--- src/rtl/conflict_monitor.sv ---
// Safety checker watching the intersection lamp and walk drives. It latches
// system_fault on the first illegal condition and records the first cause in fault_code.
module conflict_monitor #(
  parameter int FILTER_CYCLES = 4,
  parameter int MIN_YELLOW    = 3,
  parameter int MIN_ALLRED    = 1
) (
  input  logic       clk,
  input  logic       rst,
  input  logic       tick_1hz,
  input  logic       ns_str_green,
  input  logic       ns_str_yellow,
  input  logic       ns_str_red,
  input  logic       ns_left_green,
  input  logic       ns_left_yellow,
  input  logic       ns_left_red,
  input  logic       ew_str_green,
  input  logic       ew_str_yellow,
  input  logic       ew_str_red,
  input  logic       ew_left_green,
  input  logic       ew_left_yellow,
  input  logic       ew_left_red,
  input  logic       ns_ped_walk,
  input  logic       ew_ped_walk,
  output logic       system_fault,
  output logic [2:0] fault_code
);

  // state   | meaning
  // MONITOR | all checks active, counters and history advancing
  // FAULT   | fault latched; checks, counters and fault_code frozen until rst

  typedef enum logic {MONITOR, FAULT} state_t;

  // The filter counter only ever has to reach FILTER_CYCLES-1.
  localparam int FW = (FILTER_CYCLES < 2) ? 1 : $clog2(FILTER_CYCLES);
  localparam logic [FW-1:0] FILT_TC = FW'(FILTER_CYCLES - 1);
  localparam logic [3:0]    MIN_Y   = 4'(MIN_YELLOW);
  localparam logic [3:0]    MIN_AR  = 4'(MIN_ALLRED);

  state_t        state;
  logic [FW-1:0] conf_cnt, ped_cnt, lamp_cnt;
  logic [3:0]    yel_cnt [2];
  logic [3:0]    allred_cnt;
  logic [1:0]    grn_q, yel_q;

  logic [1:0] d_grn, d_yel, d_red;
  logic       all_red, conf_now, ped_now, lamp_now;
  logic       conf_v, ped_v, lamp_v, short_v, clear_v;
  logic [1:0] yel_fall_short;
  logic [2:0] v_code;

  function automatic logic [3:0] sat_inc(input logic [3:0] c, input logic inc);
    return (c == 4'hF) ? c : c + {3'b000, inc};
  endfunction

  // Index 0 is north/south, index 1 is east/west.
  always_comb begin
    d_grn = {ew_str_green | ew_left_green, ns_str_green | ns_left_green};
    d_yel = {ew_str_yellow | ew_left_yellow, ns_str_yellow | ns_left_yellow};
    d_red[0] = ns_str_red & ns_left_red & ~d_grn[0] & ~d_yel[0];
    d_red[1] = ew_str_red & ew_left_red & ~d_grn[1] & ~d_yel[1];
    all_red  = d_red[0] & d_red[1];

    // Yellow on both directions at once is the legal emergency pattern.
    conf_now = (d_grn[0] & (d_grn[1] | d_yel[1])) | (d_grn[1] & (d_grn[0] | d_yel[0]));
    ped_now  = (ns_ped_walk & ~d_grn[0]) | (ew_ped_walk & ~d_grn[1]) |
               (ns_ped_walk & ew_ped_walk);
    lamp_now = ~($onehot({ns_str_green,  ns_str_yellow,  ns_str_red})  &
                 $onehot({ns_left_green, ns_left_yellow, ns_left_red}) &
                 $onehot({ew_str_green,  ew_str_yellow,  ew_str_red})  &
                 $onehot({ew_left_green, ew_left_yellow, ew_left_red}));

    conf_v = conf_now & (conf_cnt == FILT_TC);
    ped_v  = ped_now  & (ped_cnt  == FILT_TC);
    lamp_v = lamp_now & (lamp_cnt == FILT_TC);

    yel_fall_short[0] = yel_q[0] & ~d_yel[0] & (yel_cnt[0] < MIN_Y);
    yel_fall_short[1] = yel_q[1] & ~d_yel[1] & (yel_cnt[1] < MIN_Y);
    short_v = |yel_fall_short;
    clear_v = (|(d_grn & ~grn_q)) & (allred_cnt < MIN_AR);

    v_code = 3'd0;
    if (conf_v)       v_code = 3'd1;
    else if (ped_v)   v_code = 3'd2;
    else if (lamp_v)  v_code = 3'd3;
    else if (short_v) v_code = 3'd4;
    else if (clear_v) v_code = 3'd5;
  end

  always_ff @(posedge clk) begin
    if (rst) begin
      state        <= MONITOR;
      system_fault <= 1'b0;
      fault_code   <= 3'd0;
      conf_cnt     <= '0;
      ped_cnt      <= '0;
      lamp_cnt     <= '0;
      yel_cnt[0]   <= 4'd0;
      yel_cnt[1]   <= 4'd0;
      allred_cnt   <= MIN_AR;
      grn_q        <= 2'b00;
      yel_q        <= 2'b00;
    end else begin
      case (state)
        MONITOR: begin
          conf_cnt <= conf_now ? conf_cnt + 1'b1 : '0;
          ped_cnt  <= ped_now  ? ped_cnt  + 1'b1 : '0;
          lamp_cnt <= lamp_now ? lamp_cnt + 1'b1 : '0;
          // A tick in the yellow onset cycle counts toward the yellow span.
          for (int i = 0; i < 2; i++) begin
            if (d_yel[i] && !yel_q[i])
              yel_cnt[i] <= {3'b000, tick_1hz};
            else if (d_yel[i])
              yel_cnt[i] <= sat_inc(yel_cnt[i], tick_1hz);
          end
          allred_cnt <= all_red ? sat_inc(allred_cnt, tick_1hz) : 4'd0;
          grn_q      <= d_grn;
          yel_q      <= d_yel;
          if (v_code != 3'd0) begin
            state        <= FAULT;
            system_fault <= 1'b1;
            fault_code   <= v_code;
          end
        end
        default: begin
          state <= FAULT;
        end
      endcase
    end
  end

endmodule
--- config.mk ---
export PLATFORM = sky130hd
export DESIGN_NAME = conflict_monitor
export DESIGN_NICKNAME = d
export VERILOG_FILES = /design/src/rtl/conflict_monitor.sv
export SDC_FILE = /design/constraint.sdc
export NUM_CORES = 1
export LEC_CHECK = 0
export ABC_AREA = 1
export CAP_MARGIN = 20
export CORE_MARGIN = 3
export CORE_UTILIZATION = 55
export DETAILED_ROUTE_END_ITERATION = 6
export MAX_ROUTING_LAYER = met4
export PLACE_DENSITY = 0.79
export SKIP_LAST_GASP = 1
export SLEW_MARGIN = 20
export SYNTH_ARGS = -nofsm -noshare
export SYNTH_HDL_FRONTEND = slang
export SYNTH_SLANG_ARGS = --single-unit
--- constraint.sdc ---
create_clock -name clk -period 2.6 [get_ports clk]
set_clock_uncertainty 0.2 [all_clocks]
set_input_delay 0.52 -clock clk [delete_from_list [all_inputs] [get_ports clk]]
set_output_delay 0.52 -clock clk [all_outputs]
set_load 0.1 [all_outputs]
==> results_dict.tcl <==
set metrics [dict create \
    arrival_ps 2450 \
    ys_seq_area_frac 0.373 \
    final-max-slew-violation-count 0 \
    grt_use_total 0.182 \
    wirelength_um 2960 \
    reg2reg_depth 4 \
    rrSetupSlack_ps 970 \
    cts_root_buf "clkbuf_4" \
    crit_type "in2reg" \
    place.gp.congestion 0.772 \
    fmax_mhz 419 \
    max_stage_delay_ps 470 \
    htreeDepth 1 \
    drt_iter0_markers 47 \
    yosys_warnings 0 \
    stdcell_count 286 \
    tightest_slew_ps 427 \
    drv_cap 0 \
    area_growth_pct 22.4 \
    cts_setup_buffers 0 \
    crit_family "simple AND/OR/NAND/NOR gates" \
    place_hpwl_um 2500 \
    routedWlPerCell_um 10.3 \
    finalHoldViolations 0 \
    preCtsSetupSlack_ps -136 \
    num_rows 19 \
    hp-start "system_fault" \
    whs_path_depth 2 \
    synthesis.nets 247 \
    die_y_um 61.0 \
    synth-seq-cells 27 \
    cts_resized 0 \
    synth_cell_types 31 \
    setup_viol 0 \
    r2r-start "state" \
    syn_avg_cell_area_um2 7.67 \
    nets 286 \
    power.total_uw 1000 \
    drive_gt1_frac 0.188 \
    start_util 0.589 \
    clockBufferDepth 2 \
    drc 0 \
    syn-instance-count 217 \
    layout_common_cells "42 x nand2_1, 32 x inv_1, 22 x buf_4" \
    status "finished clean" \
    port-buffer-count 20 \
    first_global_vias 1205 \
    slew_headroom 0.714 \
    die_w_um 61.0 \
    rsz0062_at_grt "no" \
    grt-ovfl-total 0 \
    dp.cells 282 \
    clk_pin_slew_ps 130 \
    grt_pass1_wl_um 4970 \
    start_kind "input pin" \
    cts_num_sinks 27 \
    crit_chain "clkdlybuf4s50_1 -> inv_1 -> fa_1 -> nor2_1 -> nand4_1 -> nand2_1 -> nand2_1 -> nor2_2 -> nand3_2 -> nand2_2 -> nand2_2 -> a21oi_2" \
    hold_buffers 0 \
    n_antenna_cell 0 \
    hp-class "reg2reg" \
    setup_ws_ps 212 \
    async_reset_ff_frac 0 \
    cts_tree "built" \
    cp_max_fo 4 \
    drt-vias-per-instance 4.95 \
    insertion_delay_ps 310 \
    vias 1415 \
    core_um2 2830 \
    fin_util 0.720 \
    synth_edf_count 8 \
    pwr_density_cell_nw_per_um2 491 \
    drtPass1Iterations 4 \
    layout_commonest_cell "nand2_1" \
    end_kind "register" \
    setup.worst_path.start "ns_left_green" \
    syn-cell-area_um2 1670 \
    fin_crit_sh 0.918 \
    irDropWorstVdd_mv 0.598 \
    required_ps 2660 \
    p_leak_uw 0.000951 \
    die_area_um2 3720 \
    numCtsBuffers 3 \
    antenna_left 0 \
    fin_crit_ps 2390 \
    num_io_pins 21 \
    cp.depth 12 \
    ys.flop_type "dfxtp_1" \
    path_buf_inv 2 \
    slowest_stage "clkdlybuf4s50_1" \
    grt_max_degree 19 \
    antenna_found_initial 0 \
]
==> sequential cells by signal, summed over array words and instances (netlist names) <==
register	count
yel_cnt	8
allred_cnt	4
fault_code	3
conf_cnt	2
grn_q	2
lamp_cnt	2
ped_cnt	2
yel_q	2
state	1
system_fault	1
==> worst paths after layout <==
path	endpoint
min reg2reg	system_fault
min	system_fault
max reg2reg	yel_cnt[1][2]
max	fault_code[0]
==> per-stage QoR <==
step	area [um2]	TNS (ps)	hold slack [ps]
3_5_place_dp	2010	-601	251
6_report	2040	0	267
2_1_floorplan	1670	0	243
3_3_place_gp	2010	-467	252
5_1_grt	2040	0	300
4_1_cts	2040	0	273
==> metal layers <==
metal	part of all wire	GRT usage	vias up
li1	-	-	776
met1	0.50	0.236	624
met4	0.0088	0.0526	0
met2	0.47	0.278	11
met3	0.024	0.0503	4
met5	0	-	-
==> power by group <==
group	internal, uW	switching [uW]	leakage (uW)	total, uW
logic	121	193	0.000691	315
clock network	59.9	114	0.0000150	174
registers	480	32.5	0.000244	512
total	661	340	0.000951	1000
==> cell families after synthesis <==
| logic type | synth area share |
|---|---|
| flops | 0.373 |
| fa+ha+maj | 0.116 |
| simple gates | 0.295 |
| buf+inv | 0.0939 |
| mux | 0.00601 |
| compound gates | 0.0962 |
| xor+xnor | 0.0210 |
==> cells in the mapped netlist, types with 2 or more instances <==
library cell / number / area [um2]
nor2_1: 19 / 71.3
nand2_1: 42 / 158
xnor2_1: 2 / 17.5
a21oi_1: 14 / 70.1
nand3_2: 3 / 30.0
xor2_1: 2 / 17.5
edfxtp_1: 8 / 240
dfxtp_1: 19 / 380
nand4_1: 4 / 25.0
o21ai_0: 6 / 30.0
nand2_2: 6 / 37.5
a21oi_2: 2 / 17.5
buf_2: 2 / 10.0
fa_1: 4 / 80.1
nand3_1: 14 / 70.1
nor2_4: 2 / 22.5
o21ai_1: 4 / 20.0
nor3_1: 4 / 20.0
inv_1: 32 / 120
inv_2: 5 / 18.8
ha_1: 9 / 113
nor2_2: 4 / 25.0
a211oi_1: 2 / 15.0
==> worst min-delay path: stages, from the launching register on <==
cell and delay [ps]:
dfxtp_1 330, inv_1 50, a21oi_1 50
==> cell type report <==
cell class / instances / area [um2]
multi-input cells: 149 / 888
well taps: 31 / 38.8
repair buffers: 38 / 325
flip-flops and latches: 27 / 621
inverters: 37 / 139
clock buffers: 4 / 26.3
fillers: 240 / 791
Note: power is estimated with default switching activity, not from simulation.
==> edit (config.mk and constraints unchanged) <==
Set the parameter `FILTER_CYCLES` to 8 (it was 4).
--- a/src/rtl/conflict_monitor.sv
+++ b/src/rtl/conflict_monitor.sv
@@ -3,3 +3,3 @@
 module conflict_monitor #(
-  parameter int FILTER_CYCLES = 4,
+  parameter int FILTER_CYCLES = 8,
   parameter int MIN_YELLOW    = 3,
Behaviour: not the same (Yosys sat finds a counterexample within 10 cycles, from zero or initial values and one cycle with rst high).
==> edit against the unedited design <==
Count of clock-buffer cells in the layout is 2 higher. Synthesized cell count is 6.9% higher. Via count is 9.5% higher. Routed wire length is 12% higher. Sequential cell count is 3 higher. Hold slack better by 0.011 ns. Clock power is 48% higher. Cell area is 8.7% higher. Total power is 14% higher. Synthesized area is 9.8% higher. Fmax is 2.4% lower. Setup slack worse by 0.059 ns.
==> edit: results (changes against the unedited design) <==
worst_slew_pin_slew_ns: 0.711  # was 0.427 ns
hpwlAfterDp_um: 2690  # was 2500 µm
pre_cts_ws_ns: -0.203  # was -0.136 ns
pg_clk_mw: 0.257  # was 0.174 mW
grt_pass1_wl_um: 5760  # was 4970 µm
critPathArrivalTime_ns: 2.47  # was 2.45 ns
vias: 1549  # was 1415
yosysSeqAreaShare_pct: 37.2  # was 37.3%
rr_worst_depth: 5  # was 4
wl_met1_um: 1500  # was 1480 µm
root_buffer: "clkbuf_4"  # unchanged
worstHoldEndpoint: "fault_code[1]"  # was system_fault
power_frac_comb_pct: 28.1  # was 31.4%
clkLatencyLatePin_ns: 0.33  # was 0.31 ns
cts_buffers: 5  # was 3
wire_per_inst_um: 10.6  # was 10.3 µm
gr-usage-met1_pct: 21.4  # was 23.6%
synthTopCellsByCount: "nand2_1 (42), inv_1 (33), dfxtp_1 (22)"  # was nand2_1 (42), inv_1 (32), dfxtp_1 (19), nor2_1 (19)
grtUsageTotal_pct: 18.4  # was 18.2%
fmax_mhz: 409  # was 419 MHz
htreeDepth: 2  # was 1
synthAdderAreaFrac_pct: 12.6  # was 11.6%
leakage_nw: 1.04  # was 0.951 nW
path_clk_slew_ns: 0.09  # was 0.13 ns
synth_xor_area_share_pct: 1.44  # was 2.10%
status: "finished clean"  # unchanged
min-delay-start: "fault_code[1]"  # was system_fault
top_regs: "yel_cnt: 8 flops, allred_cnt: 4 flops"  # was yel_cnt: 8 flops, allred_cnt: 4 flops, fault_code: 3 flops
wl_met3_um: 143  # was 71 µm
grt_max_degree: 27  # was 19
stdcell_count: 312  # was 286
synthCells: 232  # was 217
path_delay_family: "buffers and inverters"  # was simple AND/OR/NAND/NOR gates
synth_mux_area_share_pct: 0  # was 0.601%
crit_fanout: 3  # was 4
p_per_area_nw_per_um2: 516  # was 491 nW/µm²
drive_gt1_share_pct: 19.4  # was 18.8%
fillers: 272  # was 240
gp_congestion: 0.764  # was 0.772
rr_endpoint: "allred_cnt[1]"  # was yel_cnt[1][2]
grt_pass1_vias: 1402  # was 1205
drt_iter0_drc: 59  # was 47
ys_top_cells_by_area: "dfxtp_1 (24%), edfxtp_1 (13%), nand2_1 (8.6%)"  # was dfxtp_1 (23%), edfxtp_1 (14%), nand2_1 (9.5%)
synth_cell_types: 33  # was 31
p_switching_mw: 0.389  # was 0.340 mW
grt_use_met3_pct: 4.28  # was 5.03%
gr-usage-met2_pct: 31.2  # was 27.8%
timing.critical_path.from: "ew_left_yellow"  # was ns_left_green
syn-num-nets: 265  # was 247
regToRegSetupSlack_ns: 0.84  # was 0.97 ns
==> edit: cell types whose count changed after synthesis, moves of 2 or more <==
| cell | change |
|---|---|
| nand2_4 | +3 |
| dfxtp_1 | +3 |
| ha_1 | +3 |
| buf_2 | -2 |
| o21ai_0 | +2 |
| nand3_2 | -2 |
| nand3_1 | -2 |
| o21ai_1 | -3 |
| o21ai_2 | +2 |
| a21oi_1 | +6 |
| nor3_1 | -2 |
| clkbuf_1 | +3 |
==> edit: worst max-delay path by stage <==
stage                         endpoint  depth (start not counted)
after global placement    system_fault                         11
after floorplan           system_fault                         10
after detailed placement  system_fault                         11
final                     system_fault                         11
after global routing      system_fault                         11
after CTS                 system_fault                         11
==> edit: area by class of cell <==
type | instances | area (µm²) | area share, %
multi-input cells | 159 | 1000 | 45.3
flip-flops and latches | 30 | 681 | 30.7
repair buffers | 32 | 280 | 12.6
inverters | 39 | 146 | 6.61
well taps | 44 | 55.1 | 2.48
clock buffers | 6 | 41.3 | 1.86
clock inverters | 2 | 8.76 | 0.395
